--- src/rtl/shift_sequencer.sv ---
// Word-to-serial sequencer driving a downstream shift register (clear, shift, done).
// Build option: define SHIFT_SEQ_MSB_FIRST_EN for MSB-first order; default is LSB-first.
module shift_sequencer #(
    parameter int WIDTH = 4,
    parameter int CNT_W = 5
) (
    input  logic             Clk,
    input  logic             Reset,
    input  logic             InValid,
    input  logic [WIDTH-1:0] InData,
    output logic             InReady,
    input  logic             Abort,
    output logic             ClearReg,
    output logic             ShiftEn,
    output logic             ShiftIn,
    output logic             Busy,
    output logic             Done,
    output logic [CNT_W-1:0] BitCount
);

    localparam int IW = $clog2(WIDTH);
    localparam logic [CNT_W-1:0] LAST = CNT_W'(WIDTH - 1);

    typedef enum logic [2:0] {
        IDLE,
        CLEAR,
        SHIFT,
        DONE,
        FLUSH
    } state_t;

    state_t           state;
    state_t           state_nxt;
    logic [WIDTH-1:0] word;
    logic [WIDTH-1:0] word_nxt;
    logic [CNT_W-1:0] cnt;
    logic [CNT_W-1:0] cnt_nxt;
    logic [IW-1:0]    idx;

    always_ff @(posedge Clk) begin
        if (Reset) begin
            state <= IDLE;
            word  <= '0;
            cnt   <= '0;
        end else begin
            state <= state_nxt;
            word  <= word_nxt;
            cnt   <= cnt_nxt;
        end
    end

    // cnt only survives while shifting; it reads WIDTH in DONE
    always_comb begin
        state_nxt = state;
        word_nxt  = word;
        cnt_nxt   = '0;
        unique case (state)
            IDLE: begin
                if (InValid) begin
                    state_nxt = CLEAR;
                    word_nxt  = InData;
                end
            end
            CLEAR: state_nxt = Abort ? FLUSH : SHIFT;
            SHIFT: begin
                if (Abort) begin
                    state_nxt = FLUSH;
                end else begin
                    cnt_nxt = cnt + CNT_W'(1);
                    if (cnt == LAST) state_nxt = DONE;
                end
            end
            DONE:    state_nxt = IDLE;
            FLUSH:   state_nxt = IDLE;
            default: state_nxt = IDLE;
        endcase
    end

`ifdef SHIFT_SEQ_MSB_FIRST_EN
    assign idx = IW'(WIDTH - 1) - cnt[IW-1:0];
`else
    assign idx = cnt[IW-1:0];
`endif

    assign InReady  = (state == IDLE);
    assign Busy     = (state != IDLE);
    assign ClearReg = (state == CLEAR) || (state == FLUSH);
    assign ShiftEn  = (state == SHIFT);
    assign ShiftIn  = (state == SHIFT) && word[idx];
    assign Done     = (state == DONE);
    assign BitCount = cnt;

endmodule

--- config.mk ---
export PLATFORM = sky130hd
export DESIGN_NAME = shift_sequencer
export DESIGN_NICKNAME = d
export VERILOG_FILES = /design/src/rtl/shift_sequencer.sv
export SDC_FILE = /design/constraint.sdc
export NUM_CORES = 1
export LEC_CHECK = 0
export ABC_CLOCK_PERIOD_IN_PS = 1410
export CAP_MARGIN = 20
export CORE_AREA = 2 2 40 42
export CTS_CLUSTER_SIZE = 20
export DETAILED_ROUTE_END_ITERATION = 12
export DIE_AREA = 0 0 42 44
export GPL_ROUTABILITY_DRIVEN = 0
export GPL_TIMING_DRIVEN = 0
export PLACE_DENSITY = 0.71
export RECOVER_POWER = 100
export SLEW_MARGIN = 40
export SYNTH_ARGS = -nofsm -noshare
export SYNTH_HDL_FRONTEND = slang
export SYNTH_SLANG_ARGS = --single-unit
--- constraint.sdc ---
create_clock -name Clk -period 1.41 [get_ports Clk]
set_input_delay 0.2115 -clock Clk [delete_from_list [all_inputs] [get_ports Clk]]
set_output_delay 0.2115 -clock Clk [all_outputs]
set_load 0.02 [all_outputs]
==> results.py <==
metrics = {
    "pwr": {
        "leakage_nw": 0.392,
        "ir_worst_vdd_mv": 0.677,
        "pwr_density_cell_nw_per_um2": 902,
    },
    "logic_synthesis": {
        "ys_seq_area_share_pct": 43.0,
        "synth_adder_area_share_pct": 2.24,
        "synthesis.nets": 66,
        "post_synth_mux_area_share_pct": 11.2,
        "syn-cell-area_um2": 558,
        "combinational_family_with_the_most_area_after_synthesis": "simple AND/OR/NAND/NOR gates",
        "postSynthCellCount": 57,
        "postSynthRegisterBits": 12,
        "post_synth.cell_area_avg_um2": 9.79,
        "post-synth-top-area-fraction_pct": 43.0,
        "compound_gate_fraction_of_synth_area_pct": 1.57,
        "leading_cell_type_by_number_of_instances_after_synthesis": "sky130_fd_sc_hd__nor2_1",
        "post_synth_main_area_contributors": "sky130_fd_sc_hd__dfxtp_1, sky130_fd_sc_hd__nor2_1, sky130_fd_sc_hd__mux2i_1",
        "proportion_of_register_bits_with_asynchronous_set_or_reset_after_synthesis_pct": 0,
        "yosys-top-cells-count": "sky130_fd_sc_hd__nor2_1, sky130_fd_sc_hd__dfxtp_1, sky130_fd_sc_hd__inv_1",
        "synth_edf_count": 0,
        "synth_top_cell_by_area": "sky130_fd_sc_hd__dfxtp_1",
        "ys_warn_count": 0,
        "synth_cell_type_count": 20,
        "synth_simple_gate_area_share_pct": 25.3,
        "synth_xor_xnor_area_share_pct": 7.85,
        "postSynth.topFlopCell": "sky130_fd_sc_hd__dfxtp_1",
    },
    "critical_path": {
        "startpoint": "BitCount[0]",
        "slowest_stage": "sky130_fd_sc_hd__mux4_2",
        "cp-start-kind": "flip-flop",
        "cp_max_fo": 2,
        "critical_path.reg2reg.startpoint": "state[0]",
        "endpoint_kind": "output port",
        "crit_path_cell_trace": "mux4_2 -> and2b_1 -> buf_6",
        "max_stage_delay_ns": 0.47,
        "timing.critical_path.required_ns": 1.20,
        "path_class": "reg2out",
        "crit_path_dat_ns": 1.41,
    },
    "sta": {
        "setup-violations-final": 10,
        "fmax_mhz": 616,
        "final-max-slew-violation-count": 0,
        "unrepaired_setup_endpoints_after_global_routing": "true",
        "clock_skew_ns": 0.00433,
        "final_period_minus_worst_setup_slack_ns": 1.62,
        "period_share_pct": 115,
        "layout_setup_ws_ns": -0.213,
        "timing.slew.headroom_pct": 72.3,
        "finalHoldViolations": 0,
        "least_margin_pin_slew_ns": 0.413,
    },
    "clock_network": {
        "cts_made_buffers": 3,
        "clock_sinks": 12,
        "cts.path.max_buffers": 2,
        "clock-root-buffer": "sky130_fd_sc_hd__clkbuf_4",
        "clock_insertion_delay_worst_skew_ns": 0.28,
        "clock_input_transition_at_the_sequential_cells_of_the_worst_setup_and_hold_paths_ns": 0.08,
        "htree_levels": 1,
        "cts_tree": "done",
    },
    "min_path": {
        "hold_path_class": "reg2reg",
        "hold_path_startpoint": "word[3]",
    },
    "floorplan": {
        "core_box_area_um2": 1420,
        "number_of_cell_rows": 14,
        "start_util_pct": 39.3,
        "die_area_um2": 1850,
        "die_h_um": 44,
        "die_x_um": 42,
        "top_level_ports": 19,
    },
    "finish": {
        "total_area_of_multi_input_combinational_cells_um2": 277,
        "share_of_layout_cells_above_drive_strength_1_pct": 34.1,
        "fin_area_um2": 855,
        "num-fill-cells": 125,
        "finalNonFillerCells": 101,
        "finalNetCount": 95,
        "regArea_um2": 251,
        "diodes": 0,
        "syn2layout_area_growth_pct": 53.1,
    },
    "place": {
        "detailed_place.area_um2": 759,
        "port_buffers": 18,
        "detailedPlacementHpwl_um": 769,
        "numPlacedInstances": 91,
    },
    "routing": {
        "firstDrtPassIters": 2,
        "drtIter0Drc": 4,
        "routed_wl_um": 1140,
        "ant_nets": 0,
        "vias_per_cell": 4.83,
        "wl_per_cell_um": 11.3,
        "dr_total_vias": 488,
        "drc_violation_count_after_routing": 0,
    },
    "grt": {
        "grt_antenna_before_repair": 0,
        "via_count_of_the_first_global_routing_pass": 445,
        "grt_start_max_net_pins": 8,
        "first_pass_grt_wire_length_um": 1880,
        "track_usage_pct": 13.9,
        "grt_overflow": 0,
    },
    "run": {
        "cap_viol_max_count": 0,
    },
    "run_status": {
        "run_status": "complete, but fails checks",
        "violated_checks": "setup timing",
    },
}
-- cells by family (layout without fill, tap and decap cells) --
group	Yosys count	after routing
AO/OA/AOI/OAI	1	1
flip-flops	12	12
buffers and inverters	9	37
XOR/XNOR	5	5
multiplexers	5	5
AND/OR/NAND/NOR	24	24
adder cells (fa/ha/maj)	1	1
-- through the flow --
step / hold slack (ns) / TNS (ns) / utilization, % / power [mW] / setup slack, ns
6_report: 0.505 / -0.406 / 60.2 / 0.771 / -0.213
5_1_grt: 0.529 / -0.936 / 60.2 / 0.804 / -0.241
4_1_cts: 0.516 / -0.263 / 58.5 / 0.765 / -0.219
3_5_place_dp: 0.459 / -1.59 / 53.5 / 0.490 / -0.449
3_3_place_gp: 0.461 / -1.53 / 53.5 / 0.488 / -0.443
2_1_floorplan: 0.284 / 0 / - / 0.436 / 0.0634
-- layout by cell type, fill, tap and decap left out --
cell / instances
sky130_fd_sc_hd__buf_6: 7
sky130_fd_sc_hd__clkdlybuf4s50_1: 7
sky130_fd_sc_hd__nand3_1: 2
sky130_fd_sc_hd__inv_2: 2
sky130_fd_sc_hd__clkbuf_2: 1
sky130_fd_sc_hd__and2b_1: 1
sky130_fd_sc_hd__buf_2: 1
sky130_fd_sc_hd__clkbuf_8: 1
sky130_fd_sc_hd__nor2_1: 13
sky130_fd_sc_hd__buf_4: 5
sky130_fd_sc_hd__ha_1: 1
sky130_fd_sc_hd__a32oi_1: 1
sky130_fd_sc_hd__dfxtp_1: 9
sky130_fd_sc_hd__inv_1: 4
sky130_fd_sc_hd__nor4b_4: 1
sky130_fd_sc_hd__or3b_4: 1
sky130_fd_sc_hd__xnor2_1: 4
sky130_fd_sc_hd__nor4_1: 1
sky130_fd_sc_hd__xor2_1: 1
sky130_fd_sc_hd__nor4b_1: 1
sky130_fd_sc_hd__nand2_1: 1
sky130_fd_sc_hd__or3_1: 1
sky130_fd_sc_hd__clkbuf_4: 4
sky130_fd_sc_hd__or3_4: 2
sky130_fd_sc_hd__dlygate4sd2_1: 5
sky130_fd_sc_hd__mux2i_1: 4
sky130_fd_sc_hd__dfxtp_4: 3
sky130_fd_sc_hd__mux4_2: 1
-- power by group --
group / switching, mW / internal, mW / total, mW
combinational: 0.0585 / 0.0839 / 0.142
clock: 0.116 / 0.157 / 0.273
sequential: 0.00791 / 0.348 / 0.356
-- layout make-up --
cell class / count / share of cell area (%)
tap: 16 / 2.34
timing repair buffer: 27 / 29.0
clock buffer: 4 / 4.25
inverter: 6 / 2.64
sequential: 12 / 29.4
multi-input combinational: 36 / 32.4
-- critical path: cells and delay by family (launching register included) --
kind / cells / cell delay (ns)
multiplexers: 1 / 0.47
AND/OR/NAND/NOR: 1 / 0.18
buffers and inverters: 1 / 0.13
flip-flops: 1 / 0.36
-- flip-flops by register name, indices dropped and copies added (netlist names) --
name	count
word	4
BitCount	5
state	3
-- worst paths after layout --
path	endpoint	slack, ns	cells after the start
min	word[3]	0.51	2
min reg2reg	word[3]	0.51	2
max reg2reg	word[0]	-0.01	5
max	ShiftIn	-0.21	3
-- timing repair --
action / CTS / global route
hold endpoints to repair: 0 / 0
hold buffers: 0 / 0
setup endpoints to repair: 13 / 7
gates resized for setup: 44 / 8
setup buffers: 7 / 2
cloned: 0 / 0
pin swaps: 1 / 3
-- layer usage --
metal	routed length [µm]	part of all wire, %	track usage [%]	up-vias
li1	-	-	-	242
met1	484	42	16.2	226
met2	552	48	23.1	16
met3	84	7.3	2.92	4
met4	23	2.0	9.68	0
met5	0	0	0	-
Power figures use the tool's default switching activity.
